<file path="src/rtl/demux_1to2_64_buf.sv">
// One-to-two demultiplexer with an independent DEPTH-entry FIFO per output.
// Upstream backpressure comes only from the FIFO that i_select addresses.
module demux_1to2_64_buf #(
    parameter int DEPTH = 2
) (
    input  logic                     clk,
    input  logic                     reset,
    input  logic                     i_valid,
    input  logic                     i_select,
    input  logic [63:0]              i_data,
    output logic                     o_ready,
    output logic                     o_valid_a,
    output logic                     o_valid_b,
    output logic [63:0]              o_data_a,
    output logic [63:0]              o_data_b,
    input  logic                     i_ready_a,
    input  logic                     i_ready_b,
    output logic [$clog2(DEPTH):0]   o_count_a,
    output logic [$clog2(DEPTH):0]   o_count_b
);

    localparam int DATA_W = 64;
    localparam int PW     = $clog2(DEPTH);
    localparam int CW     = PW + 1;
    localparam logic [CW-1:0] FULL_CNT = CW'(DEPTH);

    // Index 0 is output A, index 1 is output B.
    logic [DATA_W-1:0] mem [2][DEPTH];
    logic [PW-1:0]     rd_ptr [2];
    logic [PW-1:0]     wr_ptr [2];
    logic [CW-1:0]     count  [2];
    logic [1:0]        full;
    logic [1:0]        push;
    logic [1:0]        pop;
    logic [1:0]        rdy;

    function automatic logic [CW-1:0] next_count(input logic [CW-1:0] cnt,
                                                  input logic          psh,
                                                  input logic          pp);
        logic [CW-1:0] nxt;
        nxt = cnt;
        if (psh && !pp)
            nxt = cnt + CW'(1);
        else if (pp && !psh)
            nxt = cnt - CW'(1);
        return nxt;
    endfunction

    assign rdy = {i_ready_b, i_ready_a};

    always_comb begin
        for (int c = 0; c < 2; c++) begin
            full[c] = (count[c] == FULL_CNT);
            pop[c]  = !reset && (count[c] != '0) && rdy[c];
        end
        o_ready = !reset && !full[i_select];
        push[0] = i_valid && o_ready && !i_select;
        push[1] = i_valid && o_ready &&  i_select;
    end

    // Control state: pointers and occupancy
    always_ff @(posedge clk) begin
        if (reset) begin
            for (int c = 0; c < 2; c++) begin
                rd_ptr[c] <= '0;
                wr_ptr[c] <= '0;
                count[c]  <= '0;
            end
        end else begin
            for (int c = 0; c < 2; c++) begin
                if (push[c])
                    wr_ptr[c] <= wr_ptr[c] + PW'(1);
                if (pop[c])
                    rd_ptr[c] <= rd_ptr[c] + PW'(1);
                count[c] <= next_count(count[c], push[c], pop[c]);
            end
        end
    end

    // Storage: left unreset, the head is masked to zero while empty
    always_ff @(posedge clk) begin
        for (int c = 0; c < 2; c++) begin
            if (push[c])
                mem[c][wr_ptr[c]] <= i_data;
        end
    end

    assign o_count_a = count[0];
    assign o_count_b = count[1];
    assign o_valid_a = (count[0] != '0);
    assign o_valid_b = (count[1] != '0);
    assign o_data_a  = o_valid_a ? mem[0][rd_ptr[0]] : '0;
    assign o_data_b  = o_valid_b ? mem[1][rd_ptr[1]] : '0;

endmodule

</file>
<file path="config.mk">
export PLATFORM = sky130hd
export DESIGN_NAME = demux_1to2_64_buf
export DESIGN_NICKNAME = d
export VERILOG_FILES = /design/src/rtl/demux_1to2_64_buf.sv
export SDC_FILE = /design/constraint.sdc
export NUM_CORES = 1
export LEC_CHECK = 0
export CAP_MARGIN = 15
export CORE_MARGIN = 5
export CORE_UTILIZATION = 46
export DETAILED_ROUTE_END_ITERATION = 16
export GPL_TIMING_DRIVEN = 0
export PLACE_DENSITY_LB_ADDON = 0.2
export REMOVE_ABC_BUFFERS = 1
export SYNTH_ARGS = -nofsm -noshare
export SYNTH_HDL_FRONTEND = slang
export SYNTH_SLANG_ARGS = --single-unit
</file>
<file path="constraint.sdc">
create_clock -name clk -period 5.43 [get_ports clk]
set_clock_uncertainty 0.15 [all_clocks]
set_input_delay 0.543 -clock clk [delete_from_list [all_inputs] [get_ports clk]]
set_output_delay 0.543 -clock clk [all_outputs]
set_load 0.03 [all_outputs]
</file>
# Yosys cells after proc, flatten, opt, wreduce, memory -nomap -nowiden
# Memories as Yosys holds them, arrays and structs flattened.
# Cells that the tools add are included.
dict set report word_totals {
  ram_bits 264
  input_bits 70
  latch_bits 0
  rom_bits 0
  ff_bits 0
  output_inout_bits 135
  mem_count 4
}
dict set report classes {
  bitwise_logic 10
  multipliers 0
  shifts 0
  n_mux 46
  magnitude_cmp 7
  div_mod_pow 0
  add_sub_neg 8
  n_eq_ne 2
  n_reduce_logical 24
}
# name words word_bits rd rd_clocked_by_memory_dff write_ports line
set memory_table {}
lappend memory_table {mem 2 128 2 0 1 28} ;# logic [DATA_W-1:0] mem [2][DEPTH];
lappend memory_table {count 2 2 2 0 2 31} ;# logic [CW-1:0] count [2];
lappend memory_table {rd_ptr 2 1 2 0 2 29} ;# logic [PW-1:0] rd_ptr [2];
lappend memory_table {wr_ptr 2 1 2 0 2 30} ;# logic [PW-1:0] wr_ptr [2];
# cell count
set op_table {}
lappend op_table {{$mux 64} 10}
lappend op_table {{$mux 128} 4}
lappend op_table {{$demux 64 s1} 2}
lappend op_table {{$reduce_or 128->1} 1}
lappend op_table {{$mux 1} 22}
lappend op_table {{$mux 2} 8}
lappend op_table {{$logic_and 1x1->1} 14}
lappend op_table {{$ge 2x2->1 const B} 4}
lappend op_table {{$not 1->2} 4}
lappend op_table {{$logic_not 1->1} 7}
lappend op_table {{$or 1x1->1} 6}
lappend op_table {{$add 1x1->1 const B} 4}
lappend op_table {{$add 2x1->2 const B} 2}
lappend op_table {{$eq 2x2->1 const B} 2}
lappend op_table {{$lt 2x1->1 const B} 2}
lappend op_table {{$reduce_bool 2->1} 2}
lappend op_table {{$sub 2x1->2 const B} 2}
lappend op_table {{$lt 1x2->1 const B} 1}

# Longest topological paths before layout
# Gate-level depths: netlist (run 1).
dict set report logic_depth {
  depth_word 13
  ltp_mapped 7
  depth_no_buf 7
}

# Least setup slack after synthesis (run 1)
# Ideal clock, no wire load.
dict set report synth_timing {
  path_kind {reg-to-reg}
  start {mem count[0][2] (netlist name)}
  end {mem mem[0][192] (netlist name) (enable)}
  arrival_time_ns 5.184
  setup_slack_ns -0.469
  required_time_ns 4.715
  setup_ns 0.565
  stages_incl_launch_ff 4
  path_cell_list {dfxtp_1 > nand2b_1 > nand3_1 > nor3_1}
}
# item line
set synth_rtl {}
lappend synth_rtl {{start, declared} 31}
lappend synth_rtl {{end, declared} 28}

==> results of run 1 <==
per-stage QoR:
stage	total power, mW	instance area [sq um]	utilization (%)	TNS, ns	setup WS (ns)
floorplan	2.94	9920	-	-30.07	-0.470
global placement	3.42	12300	56.6	-541.67	-4.65
detailed placement	3.47	12900	59.2	0	2.28
CTS	5.30	13800	63.3	0	1.73
global route	5.44	13800	63.3	0	1.68
finish	5.24	13800	63.3	0	1.79
report_power, final:
part	total, mW	switching [mW]	internal (mW)
Sequential	2.33	0.0316	2.30
Clock	1.83	0.690	1.14
Combinational	1.08	0.621	0.457
Total	5.24	1.34	3.90
final timing paths:
path | from | endpoint | slack (ns) | depth (start not counted)
setup / recovery | rd_ptr[0][1]$_SDFFCE_PN0P_ | o_data_b[59] | 1.79 | 6
hold / removal | count[0][1]$_SDFFE_PP0P_ | count[0][1]$_SDFFE_PP0P_ | 0.43 | 2
setup reg to reg | count[0][3]$_SDFFE_PP0P_ | count[0][3]$_SDFFE_PP0P_ | 3.06 | 7
hold reg to reg | count[0][1]$_SDFFE_PP0P_ | count[0][1]$_SDFFE_PP0P_ | 0.43 | 2
tightest hold or removal path: cells and delay by family, from the launching register on:
family | cells | cell delay [ns]
compound gates | 2 | 0.16
flops | 1 | 0.37
flip-flops by register name (all words and copies together) (netlist names):
signal  count
rd_ptr      2
mem       256
count       4
wr_ptr      2
cells in the final DEF (no fill, tap or decap), drive strengths merged:
master,count
edfxtp,260
clkdlybuf4s50,204
nor2,132
mux2i,128
clkbuf,32
buf,26
clkinv,7
inv,5
bufinv,5
xor2,4
dfxtp,4
nand3,3
nor3,3
nand2b,2
and4,2
and2,2
a21o,2
nor3b,2
o21ai,2
or3,2
a21oi,2
ha,2
a31o,1
nand3b,1
o211ai,1
nand2,1
nor2b,1
a22oi,1
clkinvlp,1
final cells by class:
cell class / instances / area, sq um / area share, %
flip-flops and latches: 264 / 7890 / 57.3
repair buffers: 230 / 2580 / 18.8
multi-input cells: 294 / 2050 / 14.9
clock buffers: 32 / 694 / 5.04
well taps: 280 / 350 / 2.54
clock inverters: 13 / 189 / 1.37
inverters: 5 / 18.8 / 0.136
cell families (layout without fill, tap and decap cells):
family | after synthesis | count (layout) | share of synthesized area (%)
buffers and inverters | 34 | 280 | 2.27
flip-flops | 264 | 264 | 77.9
adder cells (fa/ha/maj) | 2 | 2 | 0.247
AND/OR/NAND/NOR | 151 | 151 | 6.05
AO/OA/AOI/OAI | 9 | 9 | 0.580
multiplexers | 128 | 128 | 12.6
XOR/XNOR | 4 | 4 | 0.346
routing by layer:
| layer | part of all wire, % | track usage, % | vias up | routed length [um] |
|---|---|---|---|---|
| met5 | 0.091 | 0 | - | 20 |
| met3 | 7.4 | 3.64 | 33 | 1620 |
| met1 | 41 | 22.4 | 2758 | 9090 |
| met2 | 50 | 29.9 | 235 | 10900 |
| met4 | 1.4 | 3.70 | 2 | 315 |
| li1 | - | - | 2655 | - |
==> results.toml, run 1 <==
[sta]
worstMarginPinSlew_ns = 0.819
finalSetupViolations = 0
finalHoldViolCount = 0
worst_hold_slack_ns = 0.428
period_share_pct = 67.0
max_freq_mhz = 275
timing.slew.headroom_pct = 45.4
minimum_period_implied_by_the_final_worst_setup_slack_ns = 3.64
maxSlewViolCount = 0
grt_setup_unrepaired = "no"

[global_route]
grt_pass1_vias = 6083
grt_start_max_net_pins = 38
overall_track_demand_over_capacity_in_global_routing_pct = 17.2
grt_pass1_wl_um = 33300
grt_overflow_total = 0
antenna_violations_before_repair = 1

[cells_and_area]
finish.cell_count_without_fillers = 1118
n_antenna_cell = 0
layout.filler_cells = 1556
area.growth.synth_to_final_pct = 35.9
drive_above_1_share_pct = 8.35
final_net_count = 894

[synth]
cell_type_contributing_the_most_total_cell_area_after_synthesis = "sky130_fd_sc_hd__edfxtp_1"
syn-cell-area_sq_mm = 0.0101
ys_seq_elements = 264
synthTopCellsByCount = "sky130_fd_sc_hd__edfxtp_1 (260), sky130_fd_sc_hd__nor2_1 (132), sky130_fd_sc_hd__mux2i_1 (128), sky130_fd_sc_hd__buf_2 (16), sky130_fd_sc_hd__buf_6 (10)"
synth_top_cell_area_share_pct = 77.1
synth_cell_types = 27
flip_flop_cell_with_the_highest_count_after_synthesis = "sky130_fd_sc_hd__edfxtp_1"
synth_enable_flop_cells = 260
synth_async_sr_flop_share_pct = 0
synth.most_common_cell = "sky130_fd_sc_hd__edfxtp_1"
post_synthesis_mean_instance_area_sq_um = 17.1
syn-instance-count = 592
leading_cell_types_by_total_area_after_synthesis = "sky130_fd_sc_hd__edfxtp_1 (77%), sky130_fd_sc_hd__mux2i_1 (13%), sky130_fd_sc_hd__nor2_1 (4.9%), sky130_fd_sc_hd__buf_6 (1.1%), sky130_fd_sc_hd__buf_2 (0.79%)"
synth.yosys.seq_area_share_pct = 77.9
yosys_warnings = 0

[setup_path]
critPathSlowestCell = "sky130_fd_sc_hd__edfxtp_1"
critPathRequiredTime_ns = 4.74
setup.worst_path.end_class = "output pin"
critical_path.top_delay_family = "buffers and inverters"
critical_path_cell_by_cell = "buf_16, buf_16, buf_16, mux2i_1, nor2_1, clkdlybuf4s50_1"
critPathMaxFanout = 14
cp-start-kind = "flop"
worst-setup-path-type = "flop to output pin"
timing.critical_path.mode_cell = "sky130_fd_sc_hd__buf_16"
critical_path.n_buffers_inverters = 4
critical_path.max_stage_delay_ns = 0.88
crit_arrival_ns = 2.95

[detailed_routing]
routed_via_density = 5.08
vias = 5683
final_antenna_net_count = 0
post_drt_wl_per_cell_um = 19.6
postRouteWirelength_um = 22000
first_pass_iters = 5
detail_route.drc_violations = 0
drt_first_iter_violations = 303

[power]
p_per_area_mw_per_mm2 = 381
power_leakage_nw = 4.75
ir_worst_vdd_uv = 269

[clock_network]
hold_buffers = 0
worst_skew_pair.late_latency_ns = 0.51
cts_buffer_count = 27
clk_pin_slew_worst_paths_ns = 0.06
clock_sink_count = 264
cts_repair_resize_count = 0
tritoncts_clock_tree = "built"
cts-htree-levels = 1
clock_tree.root_cell = "sky130_fd_sc_hd__clkbuf_16"
max-clock-path-buffers = 3
postCtsSetupRepairBufs = 0

[hold_path]
min_path_type = "flop to flop"

[floorplan]
die_span_y_um = 158
core_region_area_sq_mm = 0.0218
die_x_um = 158
initial_utilization_pct = 46.6
fp-row-count = 54
die-area_sq_mm = 0.0251
top_level_ports = 205

[run]
drv.max_cap_violation_count = 0

[placed_design]
hpwlAfterDp_um = 14800
finalWeightedCongestion = 0.800
placement.io_buffers = 204
total_instance_count_after_detailed_placement = 1073

[run_status]
outcome = "complete, no violations"
No activity file was read; power rests on OpenSTA's default activity.
==> run 2, diff against run 1 <==
- clock period: 5.43 -> 2.92 ns (I/O delays scaled with it)
==> run 2 against run 1 <==
  * Combinational power up 85%
  * Clock-buffer cell count unchanged
  * Critical path depth down 1
  * Global-route usage up 0.053 points
  * Power up 85%
  * Non-clock buffer count up 8
  * Via count up 0.18%
  * Wire length up 0.47%
==> results.toml, run 2 (synthesized netlist as in run 1, its figures left out) <==
[placed_design]
placement.io_buffers = 204
finalWeightedCongestion = 0.800
pre_cts_ws_ns = 0.0207
hpwlAfterDp_um = 14800

[floorplan]
die_span_y_um = 158
core_region_area_sq_mm = 0.0218
die_x_um = 158
die-area_sq_mm = 0.0251
initial_utilization_pct = 46.6
top_level_ports = 205
fp-row-count = 54

[power]
ir_worst_vdd_uv = 499
power_leakage_nw = 5.11
total_power_mw = 9.72
p_per_area_mw_per_mm2 = 704

[clock_network]
clock_tree.root_cell = "sky130_fd_sc_hd__clkbuf_16"
cts_buffer_count = 27
hold_buffers = 0
clk_pin_slew_worst_paths_ns = 0.06
clock_sink_count = 264
cts-htree-levels = 1
worst_skew_pair.late_latency_ns = 0.51
tritoncts_clock_tree = "built"
max-clock-path-buffers = 3

[sta]
maxSlewViolCount = 0
period_share_pct = 96.7
max_freq_mhz = 354
worstMarginPinSlew_ns = 0.690
worst_hold_slack_ns = 0.265
timing.slew.headroom_pct = 53.9
finalSetupViolations = 0
finalHoldViolCount = 0
timing.setup.tns_ns = 0
minimum_period_implied_by_the_final_worst_setup_slack_ns = 2.82
final_critical_path_setup_slack_ns = 0.0950
grt_setup_unrepaired = "no"

[cells_and_area]
area.growth.synth_to_final_pct = 36.3
layout.cells.most_common_list = "sky130_fd_sc_hd__edfxtp_1 (260), sky130_fd_sc_hd__clkdlybuf4s50_1 (154), sky130_fd_sc_hd__nor2_1 (130), sky130_fd_sc_hd__mux2i_1 (128), sky130_fd_sc_hd__dlygate4sd2_1 (41)"
final_core_util_pct = 63.5
final_net_count = 902
drive_above_1_share_pct = 9.22
n_antenna_cell = 0
largest_reg_flops = 256
most_common_cell_after_layout_fill_and_taps_aside = "sky130_fd_sc_hd__edfxtp_1"

[detailed_routing]
detail_route.drc_violations = 0
routed_via_density = 5.06
postRouteWirelength_um = 22100
first_pass_iters = 4
final_antenna_net_count = 0
post_drt_wl_per_cell_um = 19.6
drt_first_iter_violations = 282
vias = 5693

[run_status]
outcome = "complete, no violations"

[setup_path]
critPathRequiredTime_ns = 2.48
setup.worst_path.end_class = "output pin"
worst-setup-path-type = "flop to output pin"
crit_arrival_ns = 2.38
cp-start-kind = "flop"
critPathMaxFanout = 14

[hold_path]
min_path_type = "primary input to flop"

[global_route]
grt_overflow_total = 0
antenna_violations_before_repair = 1
grt_pass1_wl_um = 33300
grt_pass1_vias = 6102
grt_start_max_net_pins = 38
overall_track_demand_over_capacity_in_global_routing_pct = 17.2

[run]
drv.max_cap_violation_count = 0
[run 2: cell count changes in the layout (fill, tap and decap cells not counted)]
cell / delta
sky130_fd_sc_hd__clkdlybuf4s50_1: -50
sky130_fd_sc_hd__buf_12: +1
sky130_fd_sc_hd__dlygate4sd2_1: +41
sky130_fd_sc_hd__buf_4: +7
sky130_fd_sc_hd__dlymetal6s2s_1: +9
[run 2: final timing paths]
| kind | startpoint | to | slack (ns) | cells after the start |
|---|---|---|---|---|
| worst min register to register | count[0][1]$_SDFFE_PP0P_ | count[0][1]$_SDFFE_PP0P_ | 0.43 | 2 |
| worst max register to register | count[0][0]$_SDFFE_PP0P_ | mem[0][88]$_DFFE_PP_ | 0.60 | 4 |
| worst min-delay path | i_data[29] | mem[0][221]$_DFFE_PP_ | 0.26 | 1 |
| worst max-delay path | rd_ptr[0][1]$_SDFFCE_PN0P_ | o_data_b[22] | 0.1 | 5 |
[run 2: cell type report]
type                            instances  area [sq um]
Clock inverter                         13           189
Fill cell                            1550          7940
Tap cell                              280           350
Sequential cell                       264          7890
Timing Repair Buffer                  238          2630
Multi-Input combinational cell        294          2050
Inverter                                5          18.8
Clock buffer                           32           694
[run 2: metrics by stage]
| stage | instances | area, sq um |
|---|---|---|
| after detailed placement | 1073 | 12900 |
| after floorplan | 563 | 9920 |
| after global placement | 1047 | 12300 |
| final | 1126 | 13800 |
| after CTS | 1123 | 13800 |
| after global routing | 1126 | 13800 |
[run 2: where the power goes]
| part | internal [mW] | total (mW) | switching (mW) | leakage [nW] |
|---|---|---|---|---|
| sequential | 4.28 | 4.33 | 0.0447 | 2.40 |
| combinational | 0.825 | 2.00 | 1.17 | 2.29 |
| clock | 2.12 | 3.40 | 1.28 | 0.430 |
| total | 7.23 | 9.72 | 2.50 | 5.11 |
[run 2: layer usage]
layer	vias up	part of all wire (%)	track usage (%)	routed length (um)
li1	2672	-	-	-
met1	2765	41	22.5	9150
met2	226	50	30.0	11000
met3	28	7.5	3.64	1650
met4	2	1.3	3.70	280
met5	-	0.091	0	20
[run 2: critical path, cell delays in order, from the launching register on]
cell	delay [ns]
sky130_fd_sc_hd__edfxtp_1	0.50
sky130_fd_sc_hd__buf_4	0.21
sky130_fd_sc_hd__buf_16	0.16
sky130_fd_sc_hd__mux2i_1	0.13
sky130_fd_sc_hd__nor2_1	0.16
sky130_fd_sc_hd__clkdlybuf4s50_1	0.70
[run 2: what timing repair did]
action	in CTS	in global routing
pin swaps	0	1
gates resized for setup	41	9
setup endpoints to repair	95	19
buffers inserted	5	3
==> run 3, diff against run 2 <==
- CTS_CLUSTER_DIAMETER: unset -> 60
==> results of run 3 <==
No change in the layout: final DEF, timing and power equal those of run 2.
